File: config.mk
export PLATFORM = sky130hd
export DESIGN_NAME = wb_mem_arbiter
export DESIGN_NICKNAME = d
export VERILOG_FILES = /design/src/rtl/osiris_arb_pkg.sv /design/src/rtl/wb_timeout_cnt.sv /design/src/rtl/wb_mem_arbiter.sv
export SDC_FILE = /design/constraint.sdc
export NUM_CORES = 1
export LEC_CHECK = 0
export ABC_AREA = 1
export CAP_MARGIN = 20
export CORE_ASPECT_RATIO = 0.5
export CORE_UTILIZATION = 35
export CTS_BUF_LIST = sky130_fd_sc_hd__clkbuf_2 sky130_fd_sc_hd__clkbuf_4 sky130_fd_sc_hd__clkbuf_8
export CTS_CLUSTER_SIZE = 12
export DETAILED_ROUTE_END_ITERATION = 10
export MAX_ROUTING_LAYER = met4
export PLACE_DENSITY = 0.9
export RECOVER_POWER = 100
export SLEW_MARGIN = 20
export SYNTH_ARGS = -nofsm -noshare
export SYNTH_HDL_FRONTEND = slang
export SYNTH_SLANG_ARGS = --single-unit
File: constraint.sdc
create_clock -name clk -period 3.3 [get_ports clk]
set_input_delay 0.825 -clock clk [delete_from_list [all_inputs] [get_ports clk]]
set_output_delay 0.825 -clock clk [all_outputs]
set_load 0.005 [all_outputs]
File: src/rtl/osiris_arb_pkg.sv
// osiris_arb_pkg: shared state encoding and constants for the Wishbone memory arbiter
package osiris_arb_pkg;
   typedef enum logic [1:0] {IDLE, GNT_M0, GNT_M1} state_t;
   localparam logic [2:0] FUNCT3_WORD = 3'b010;
   localparam logic       M0          = 1'b0;
   localparam logic       M1          = 1'b1;
endpackage

File: src/rtl/wb_timeout_cnt.sv
// wb_timeout_cnt: 8-bit ack-wait counter that flags when the programmed limit is reached
module wb_timeout_cnt (
   input  logic       clk,
   input  logic       rst,
   input  logic       i_en,
   input  logic       i_clr,
   input  logic [7:0] i_limit,
   output logic       o_expired
);
   logic [7:0] r_cnt;
   // Count grant cycles, restarting whenever the grant completes or ends
   always_ff @(posedge clk) begin
      if (rst || i_clr) r_cnt <= '0;
      else if (i_en) r_cnt <= r_cnt + 8'd1;
   end
   assign o_expired = i_en & (r_cnt == i_limit);
endmodule

File: src/rtl/wb_mem_arbiter.sv
// wb_mem_arbiter: round-robin two-master Wishbone arbiter; define WB_ARB_TIMEOUT_EN for the ack-wait timeout
module wb_mem_arbiter
   import osiris_arb_pkg::*;
#(
   parameter int DATA_WIDTH     = 32,
   parameter int ADDR_WIDTH     = 32,
   parameter int TIMEOUT_CYCLES = 255
) (
   input  logic                  clk,
   input  logic                  rst,
   input  logic                  m0_stb_i,
   input  logic                  m0_we_i,
   input  logic [ADDR_WIDTH-1:0] m0_adr_i,
   input  logic [DATA_WIDTH-1:0] m0_dat_i,
   input  logic [2:0]            m0_funct3_i,
   output logic                  m0_ack_o,
   input  logic                  m1_stb_i,
   input  logic                  m1_we_i,
   input  logic [ADDR_WIDTH-1:0] m1_adr_i,
   input  logic [DATA_WIDTH-1:0] m1_dat_i,
   output logic                  m1_ack_o,
   output logic                  s_cyc_o,
   output logic                  s_stb_o,
   output logic                  s_we_o,
   output logic [ADDR_WIDTH-1:0] s_adr_o,
   output logic [DATA_WIDTH-1:0] s_dat_o,
   output logic [2:0]            s_funct3_o,
   input  logic [DATA_WIDTH-1:0] s_dat_i,
   input  logic                  s_ack_i,
   output logic [DATA_WIDTH-1:0] m_dat_o,
   output logic                  o_core_stall,
   output logic                  o_timeout_err
);
   if (TIMEOUT_CYCLES > 255) begin : g_bad_limit
      $error("TIMEOUT_CYCLES must fit the 8-bit wait counter");
   end
   state_t                r_state, w_next;
   logic                  r_last, r_we;
   logic [ADDR_WIDTH-1:0] r_adr;
   logic [DATA_WIDTH-1:0] r_dat;
   logic [2:0]            r_f3;
   logic                  w_busy, w_grant, w_sel, w_ack, w_expired;
   assign w_busy = r_state != IDLE;
`ifdef WB_ARB_TIMEOUT_EN
   localparam logic [7:0] LIMIT = 8'(TIMEOUT_CYCLES);
   logic w_hit, r_terr;
   wb_timeout_cnt u_timeout (
      .clk       (clk),
      .rst       (rst),
      .i_en      (w_busy),
      .i_clr     (~w_busy | s_ack_i | w_expired),
      .i_limit   (LIMIT),
      .o_expired (w_hit)
   );
   assign w_expired = w_hit & ~s_ack_i;
   // Sticky record that some grant was abandoned for lack of an ack
   always_ff @(posedge clk) begin
      if (rst) r_terr <= 1'b0;
      else if (w_expired) r_terr <= 1'b1;
   end
   assign o_timeout_err = r_terr;
`else
   assign w_expired     = 1'b0;
   assign o_timeout_err = 1'b0;
`endif
   assign w_ack = w_busy & (s_ack_i | w_expired);
   // Choose next owner: round-robin from IDLE, or hand straight to the other master on a slave ack
   always_comb begin
      w_grant = 1'b0;
      w_sel   = r_last;
      if (!w_busy) begin
         w_grant = m0_stb_i | m1_stb_i;
         w_sel   = (m1_stb_i & (~m0_stb_i | (r_last == M0))) ? M1 : M0;
      end else if (s_ack_i) begin
         w_sel   = (r_state == GNT_M0) ? M1 : M0;
         w_grant = (w_sel == M1) ? m1_stb_i : m0_stb_i;
      end
      w_next = w_grant ? ((w_sel == M1) ? GNT_M1 : GNT_M0) : (w_ack ? IDLE : r_state);
   end
   // State, last-granted bit and capture of the winning master's request
   always_ff @(posedge clk) begin
      if (rst) begin
         r_state <= IDLE;
         r_last  <= M0;
         r_we    <= 1'b0;
         r_adr   <= '0;
         r_dat   <= '0;
         r_f3    <= '0;
      end else begin
         r_state <= w_next;
         if (w_grant) begin
            r_last <= w_sel;
            r_we   <= (w_sel == M1) ? m1_we_i : m0_we_i;
            r_adr  <= (w_sel == M1) ? m1_adr_i : m0_adr_i;
            r_dat  <= (w_sel == M1) ? m1_dat_i : m0_dat_i;
            r_f3   <= (w_sel == M1) ? FUNCT3_WORD : m0_funct3_i;
         end
      end
   end
   assign s_cyc_o      = w_busy & ~w_expired;
   assign s_stb_o      = w_busy & ~w_expired;
   assign s_we_o       = r_we;
   assign s_adr_o      = r_adr;
   assign s_dat_o      = r_dat;
   assign s_funct3_o   = r_f3;
   assign m0_ack_o     = w_ack & (r_state == GNT_M0);
   assign m1_ack_o     = w_ack & (r_state == GNT_M1);
   assign m_dat_o      = (w_busy & s_ack_i) ? s_dat_i : '0;
   assign o_core_stall = m0_stb_i & ~m0_ack_o;
endmodule
Yosys cells after proc, flatten, opt, wreduce, memory -nomap -nowiden:

Cells that the tools add are included.

* multiplexer cells: 15
* reduce and logical (&&, ||, !) cells: 2
* equality and inequality tests: 2
* bitwise gates (word level): 10

Operators with widths (number)
* 32-bit two-way mux: 3
* 1-bit two-way mux: 8
* 2-bit two-way mux: 3
* 1-bit AND: 5
* 2-bit nonzero test: 2
* 3-bit two-way mux: 1
* 1-bit inverter: 3
* 2-bit by 1-bit == test with 1-bit output, second input constant: 1
* 2-bit == test, second input constant: 1
* 1-bit OR: 2

* flip-flop bits (word level): 71
* logic and storage cells: 35
* output and inout bits: 106
* input port bits: 170

Depth between registers and ports, before layout:

* depth after elaboration: 7
* gate-level depth with buffers: 10
* mapped depth without buffers: 8

Least setup slack after synthesis:

Ideal clock, no wire load.

* kind: input port to output port
* from: input port s_ack_i
* to: output port m_dat_o[0]
* required time: 2.475 ns
* stages on the path: 5
* arrival time: 1.444 ns
* slack: 1.031 ns
* path buffers: 1
* path through: inv_1 nor2_2 inv_1 clkbuf_1 nor2_1

* longest elaborated chain between the ends: 2

Ends and longest elaborated chain
* start, declared: RTL line wb_mem_arbiter.sv:29 `input logic s_ack_i,`
* 1-bit AND: RTL line wb_mem_arbiter.sv:108 `assign m_dat_o = (w_busy & s_ack_i) ? s_dat_i : '0;`
* 32-bit two-way mux: RTL line wb_mem_arbiter.sv:108
* end, declared: RTL line wb_mem_arbiter.sv:30 `output logic [DATA_WIDTH-1:0] m_dat_o,`

Every way passes these cells.

Worst setup path in the final report:

* from: input port m0_stb_i
* to: output port o_core_stall

* longest elaborated chain between the ends: 1

Ends and longest elaborated chain
* start, declared: RTL line wb_mem_arbiter.sv:11 `input logic m0_stb_i,`
* 1-bit AND: RTL line wb_mem_arbiter.sv:109 `assign o_core_stall = m0_stb_i & ~m0_ack_o;`
* end, declared: RTL line wb_mem_arbiter.sv:31 `output logic o_core_stall,`

Every way passes these cells.

==> run summary <==
Final hold violations = 0
VDD IR max = 0.521 mV
R2r setup slk = 0.76 ns
Worst reg2reg path depth = 8
Post-Syn Area per Cell = 6.22 um^2
Design area = 6780 um^2
Vias = 4981
Post-Syn Nets = 795
Setup violation total in the final timing report = 0
Initial antenna violation count = 0
Synth Area in Simple Gates = 0.419
Skew-Pair Late Insertion Delay = 0.34 ns
Vias per cell = 4.92
Largest net degree at the start of global routing = 69
CP Capture Type = output port
Worst endpoint data arrival time = 2.21 ns
CTS root buffer = clkbuf_8
Post-Place Cell Area = 6610 um^2
Die area = 11600 um^2
Multi-input gate area = 2000 um^2
First-pass GRT wire length = 22.5 mm
RSZ-0062 raised after global routing = no
Worst Max-Slew Pin Slew = 1.37 ns
Area Overhead vs Synth = 74.4%
Worst Path Required = 2.47 ns
Register Area = 1420 um^2
IO Pins = 276
Pre-antenna DRT Iters = 5
Seq/Total Area, Yosys = 0.365
Diodes inserted = 0
Leakage = 3.25 nW
1st-iter DRT viols = 284
Antenna Nets Post-Route = 0
Setup CP Type = input port to output port
Longest Clk Path Bufs = 2
Synthesized cell area = 3890 um^2
Worst hold path depth = 2
Setup Skew = 0.00784 ns
HP Start = s_dat_o[14]$_SDFFE_PP0P_
Most common cell after layout, fill and taps aside = nand2_1
Vias in the first global route = 4777
Routed WL per cell = 14.0 um
Slew HR = 0.0834
Synth unique cells = 21
Cell row count = 26
Mapped Cells = 625
Final Core Density = 0.646
DP HPWL = 10.3 mm
Die X = 151 um
Fin crit share = 0.920
GPL Wtd Cong = 0.856
Max_cap viols = 0
Worst R2R Start = r_state[1]$_SDFFE_PP0P_
Residual DRC count = 0
Mux share of post-synthesis cell area = 0
CTS H-tree lvls = 3
Post-CTS Hold Fix Bufs = 0
Gr usage total = 0.250
TNS Setup = 0 ns
Largest family of logic cells by synthesized area = simple AND/OR/NAND/NOR gates
Placed cells = 996
Clk pin slew, worst setup/hold paths = 0.07 ns
TritonCTS clock tree = yes
Power density cells = 751 nW/um^2
Reg2reg end = s_dat_o[21]$_SDFFE_PP0P_
Commonest cells after routing, fill and taps aside = nand2_1 (271), clkdlybuf4s50_1 (167), dlygate4sd3_1 (100)
Synth Area in Adders = 0
Min-Delay Path Class = register to register
FF+latch count, synth = 71
Max Slew Vio Count = 0
Status = finished clean
Total wire length = 14.2 mm
Effective utilization at floorplan = 0.370
Final worst path period need = 3.04 ns
Achievable Freq = 0.329 GHz
Filler cells = 894
Crit Path Max Fanout = 4
Number of buffers added on ports = 274
Floorplan core area = 10500 um^2
Worst min-delay path endpoint = s_dat_o[14]$_SDFFE_PP0P_
Finished Layout Cells = 1013
Synth warn = 0
CTS Buf Count = 9
Post-synthesis compound-gate area fraction = 0.0946
Layout cells sized above 1 = 0.0435
XOR/XNOR Fraction of Synth Area = 0
Setup crit start kind = input port
Nets = 1038
Clock sinks = 71
Global route overflow = 0
Die height = 76.5 um
==> logic make-up (layout without fill, tap and decap cells) <==
logic type,after synthesis,count (layout)
buffers and inverters,95,343
AND/OR/NAND/NOR,385,385
flip-flops,71,71
AO/OA/AOI/OAI,73,73
other,1,1
==> routing by layer <==
layer,share of wire,GRT usage,vias up
li1,-,-,2490
met1,0.40,0.274,2255
met2,0.51,0.444,190
met3,0.045,0.0449,46
met4,0.039,0.102,0
met5,0,-,-
==> critical path, cell delays in order <==
cell and delay [ns]:
dlygate4sd3_1 0.61, o21ai_0 0.13, inv_1 0.08, dlygate4sd3_1 0.57
==> registers in the layout, summed over array words and instances (netlist names) <==
name / count
s_dat_o: 32
s_adr_o: 32
s_we_o: 1
r_last: 1
r_state: 2
s_funct3_o: 3
==> through the flow <==
step | setup WS [ns] | total power [mW] | hold WS (ns)
5_1_grt | 0.219 | 5.56 | 0.485
3_5_place_dp | 0.0370 | 4.67 | 0.456
4_1_cts | 0.0199 | 5.30 | 0.467
2_1_floorplan | 1.03 | 3.31 | 0.458
3_3_place_gp | 0.0677 | 4.58 | 0.451
6_report | 0.263 | 5.09 | 0.461
==> worst max-delay path by stage <==
stage | from | to | slack [ns] | cells past startpoint
2_1_floorplan | s_ack_i | m_dat_o[0] | 1.03 | 5
6_report | m0_stb_i | o_core_stall | 0.26 | 4
4_1_cts | s_ack_i | m_dat_o[3] | 0.02 | 7
3_5_place_dp | s_ack_i | m_dat_o[3] | 0.04 | 7
3_3_place_gp | s_ack_i | m_dat_o[23] | 0.07 | 7
5_1_grt | m0_stb_i | o_core_stall | 0.22 | 4
==> cells in the mapped netlist, drive strengths merged <==
library cell / count / area [um^2]
conb: 1 / 3.75
buf: 41 / 264
clkbuf: 14 / 52.6
nand3: 5 / 35.0
inv: 40 / 150
nor3: 1 / 5.00
o21ai: 2 / 10.0
nor2: 39 / 149
dfxtp: 71 / 1420
nand4: 65 / 407
a21oi: 70 / 350
a21o: 1 / 7.51
nand2: 275 / 1030
==> final cells by class <==
| class | instances | area share |
|---|---|---|
| repair buffers | 287 | 0.422 |
| flip-flops and latches | 71 | 0.210 |
| multi-input cells | 459 | 0.295 |
| well taps | 140 | 0.0258 |
| clock inverters | 6 | 0.00535 |
| inverters | 40 | 0.0221 |
| clock buffers | 10 | 0.0203 |
==> repair_timing <==
| item | CTS | global route |
|---|---|---|
| resized for setup | 0 | 6 |
| buffers inserted | 0 | 1 |
| setup endpoints to repair | 0 | 32 |
==> report_power, final <==
| group | switching (mW) | total, mW | internal, mW |
|---|---|---|---|
| logic | 1.75 | 3.09 | 1.34 |
| clock network | 0.325 | 0.614 | 0.289 |
| registers | 0.175 | 1.39 | 1.21 |
| total | 2.25 | 5.09 | 2.84 |
No activity file was read; power rests on OpenSTA's default activity.
==> RTL change: new RTL, same flow settings <==
The option `WB_ARB_TIMEOUT_EN` is turned on by a define.
--- a/src/rtl/wb_mem_arbiter.sv
+++ b/src/rtl/wb_mem_arbiter.sv
@@ -1,4 +1,6 @@
 // wb_mem_arbiter: round-robin two-master Wishbone arbiter; define WB_ARB_TIMEOUT_EN for the ack-wait timeout
+`define WB_ARB_TIMEOUT_EN
+
 module wb_mem_arbiter
    import osiris_arb_pkg::*;
 #(
Formal check against the unedited RTL: same outputs for any inputs over 10 cycles, from zero or initial values and one cycle with rst high; that may be too few to reach the edited logic, so the function may still have changed.
==> RTL change against the unedited design <==
  * Synthesized area is 7.8% higher
  * Maximum frequency is 5.8% lower
  * Sequential cell count is 9 higher
  * Worst hold slack gained 0.00081 ns
  * Total power up 2.6%
  * Design area increased by 6.4%
  * Routed wire length is 2.4% higher
  * Setup slack worse by 0.19 ns
  * Critical path type unchanged
  * Critical endpoint is now m_dat_o[8]
  * Largest power group unchanged
==> RTL change: results (changes against the unedited design) <==
- Met3 Resource Use GR: 0.0461 (+0.00124)
- Global Route met1 Usage: 0.259 (-0.0153)
- Non-clk buf share: 0.399 (-0.0226)
- Buffers from clock root to sink, at most: 2 (unchanged)
- Number of storage elements in the synthesis netlist: 80 (+13%)
- P_clk: 735 uW (+20%)
- Status: finished clean
- Clock tree cell share of total cell area: 0.0284 (+0.00278)
- Fraction of synthesized cell area in xor and xnor cells: 0.0104 (+0.0104)
- Maximum fanout count along the critical path: 32 (+28)
- GR Util All Layers: 0.237 (-0.0127)
- Critical path origin: s_ack_i
- Wire length of the first global-routing pass: 22,800 um (+1.1%)
- Reg2reg start: r_state[0]
- Largest vdd supply drop: 0.370 mV (-29%)
- Detailed placement HPWL: 11,000 um (+7.2%)
- Area fraction in compound gates after synthesis: 0.0907 (-0.00387)
- Synth Area in Adders: 0.00298 (+0.00298)
- Comb pwr: 2.95 mW (-5%)
- Met3 Routed Length: 602 um (-5.6%)
- Number of buffers inserted by port buffering: 275 (+0.36%)
- Final estimated routing congestion in global placement: 0.865 (+1.1%)
- Vias per std cell: 4.72 (-4.0%)
- Layout multi-input combinational cell count: 501 (+9.2%)
- Capturing point of the worst reg2reg path: s_funct3_o[1]
- Transition at the pin with the smallest max-transition slack: 1.38 ns (+0.00670 ns)
- Mean cell area of the mapped netlist: 6.22 um2 (about the same)
- Routing usage on met2: 0.432 (-0.0121)
- Data arrival time of the worst path: 2.40 ns (+0.19 ns)
- Fillers: 992 (+11%)
- Synth area leaders: dfxtp_1, nand2_1, nand3_1, a21oi_1, nor2_1
- Worst slack at placement: 0.0802 ns (+0.0432 ns)
- Critical Path Sink: m_dat_o[8]
- Detailed-route wire length per cell: 13.3 um (-4.7%)
- Synth top cells by count: nand2_1, dfxtp_1, nand3_1
- Share of layout cells above drive strength 1: 0.0409 (-0.00262)
- LEAKAGE: 3.31 nW (+1.7%)
- Count of clock-net buffers in the final layout: 13 (+3)
- Post-route met1 wirelength: 5950 um (+4.4%)
- Proportion of cell area occupied by multi-input gates: 0.299 (+0.00399)
- Total length of routed met2 wires: 7580 um (+4.2%)
- Net count of the mapped netlist: 845 (+6.3%)
- Internal power component: 3.13 mW (+10%)
- Worst clock skew on the final layout: 0.00629 ns (-0.00154 ns)
- Proportion of synthesized chip area in sequential cells: 0.382 (+0.0165)
- Worst reg2reg setup slack: 0.83 ns (+0.07 ns)
- Setup slack of the critical path after layout: 0.0758 ns (-0.187 ns)
- Count of non-CTS inverters in the layout: 46 (+15%)
- Drt first-iter violations: 262 (-7.7%)
- Area taken by flip-flops and latches: 0.00160 mm2 (+13%)
- Placed Cells incl. Taps: 1,073 (+7.7%)
- Maximum number of pins on one net before global-route repair: 71 (+2.9%)
-- RTL change: worst min-delay path by stage --
stage,from,end,slack (ns)
final,s_dat_o[30],s_dat_o[30],0.46
after global routing,s_dat_o[7],s_dat_o[7],0.48
after CTS,s_dat_o[17],s_dat_o[17],0.47
after detailed placement,s_dat_o[17],s_dat_o[17],0.45
after global placement,s_dat_o[29],s_dat_o[29],0.45
after floorplan,u_timeout.r_cnt[7],u_timeout.r_cnt[7],0.45
-- RTL change: metrics by stage --
stage / instance area, um2 / power [mW] / hold slack [ns]
after floorplan: 4190 / 3.19 / 0.451
after global placement: 7020 / 4.59 / 0.451
after detailed placement: 7020 / 4.67 / 0.455
after CTS: 7230 / 5.42 / 0.466
after global routing: 7220 / 5.66 / 0.482
final: 7220 / 5.22 / 0.462
-- RTL change: critical path: stages --
cell             delay, ns
clkdlybuf4s50_1       0.48
inv_1                 0.08
nor2_2                0.14
inv_1                 0.08
buf_12                0.16
nor2_1                0.09
clkdlybuf4s50_1       0.53
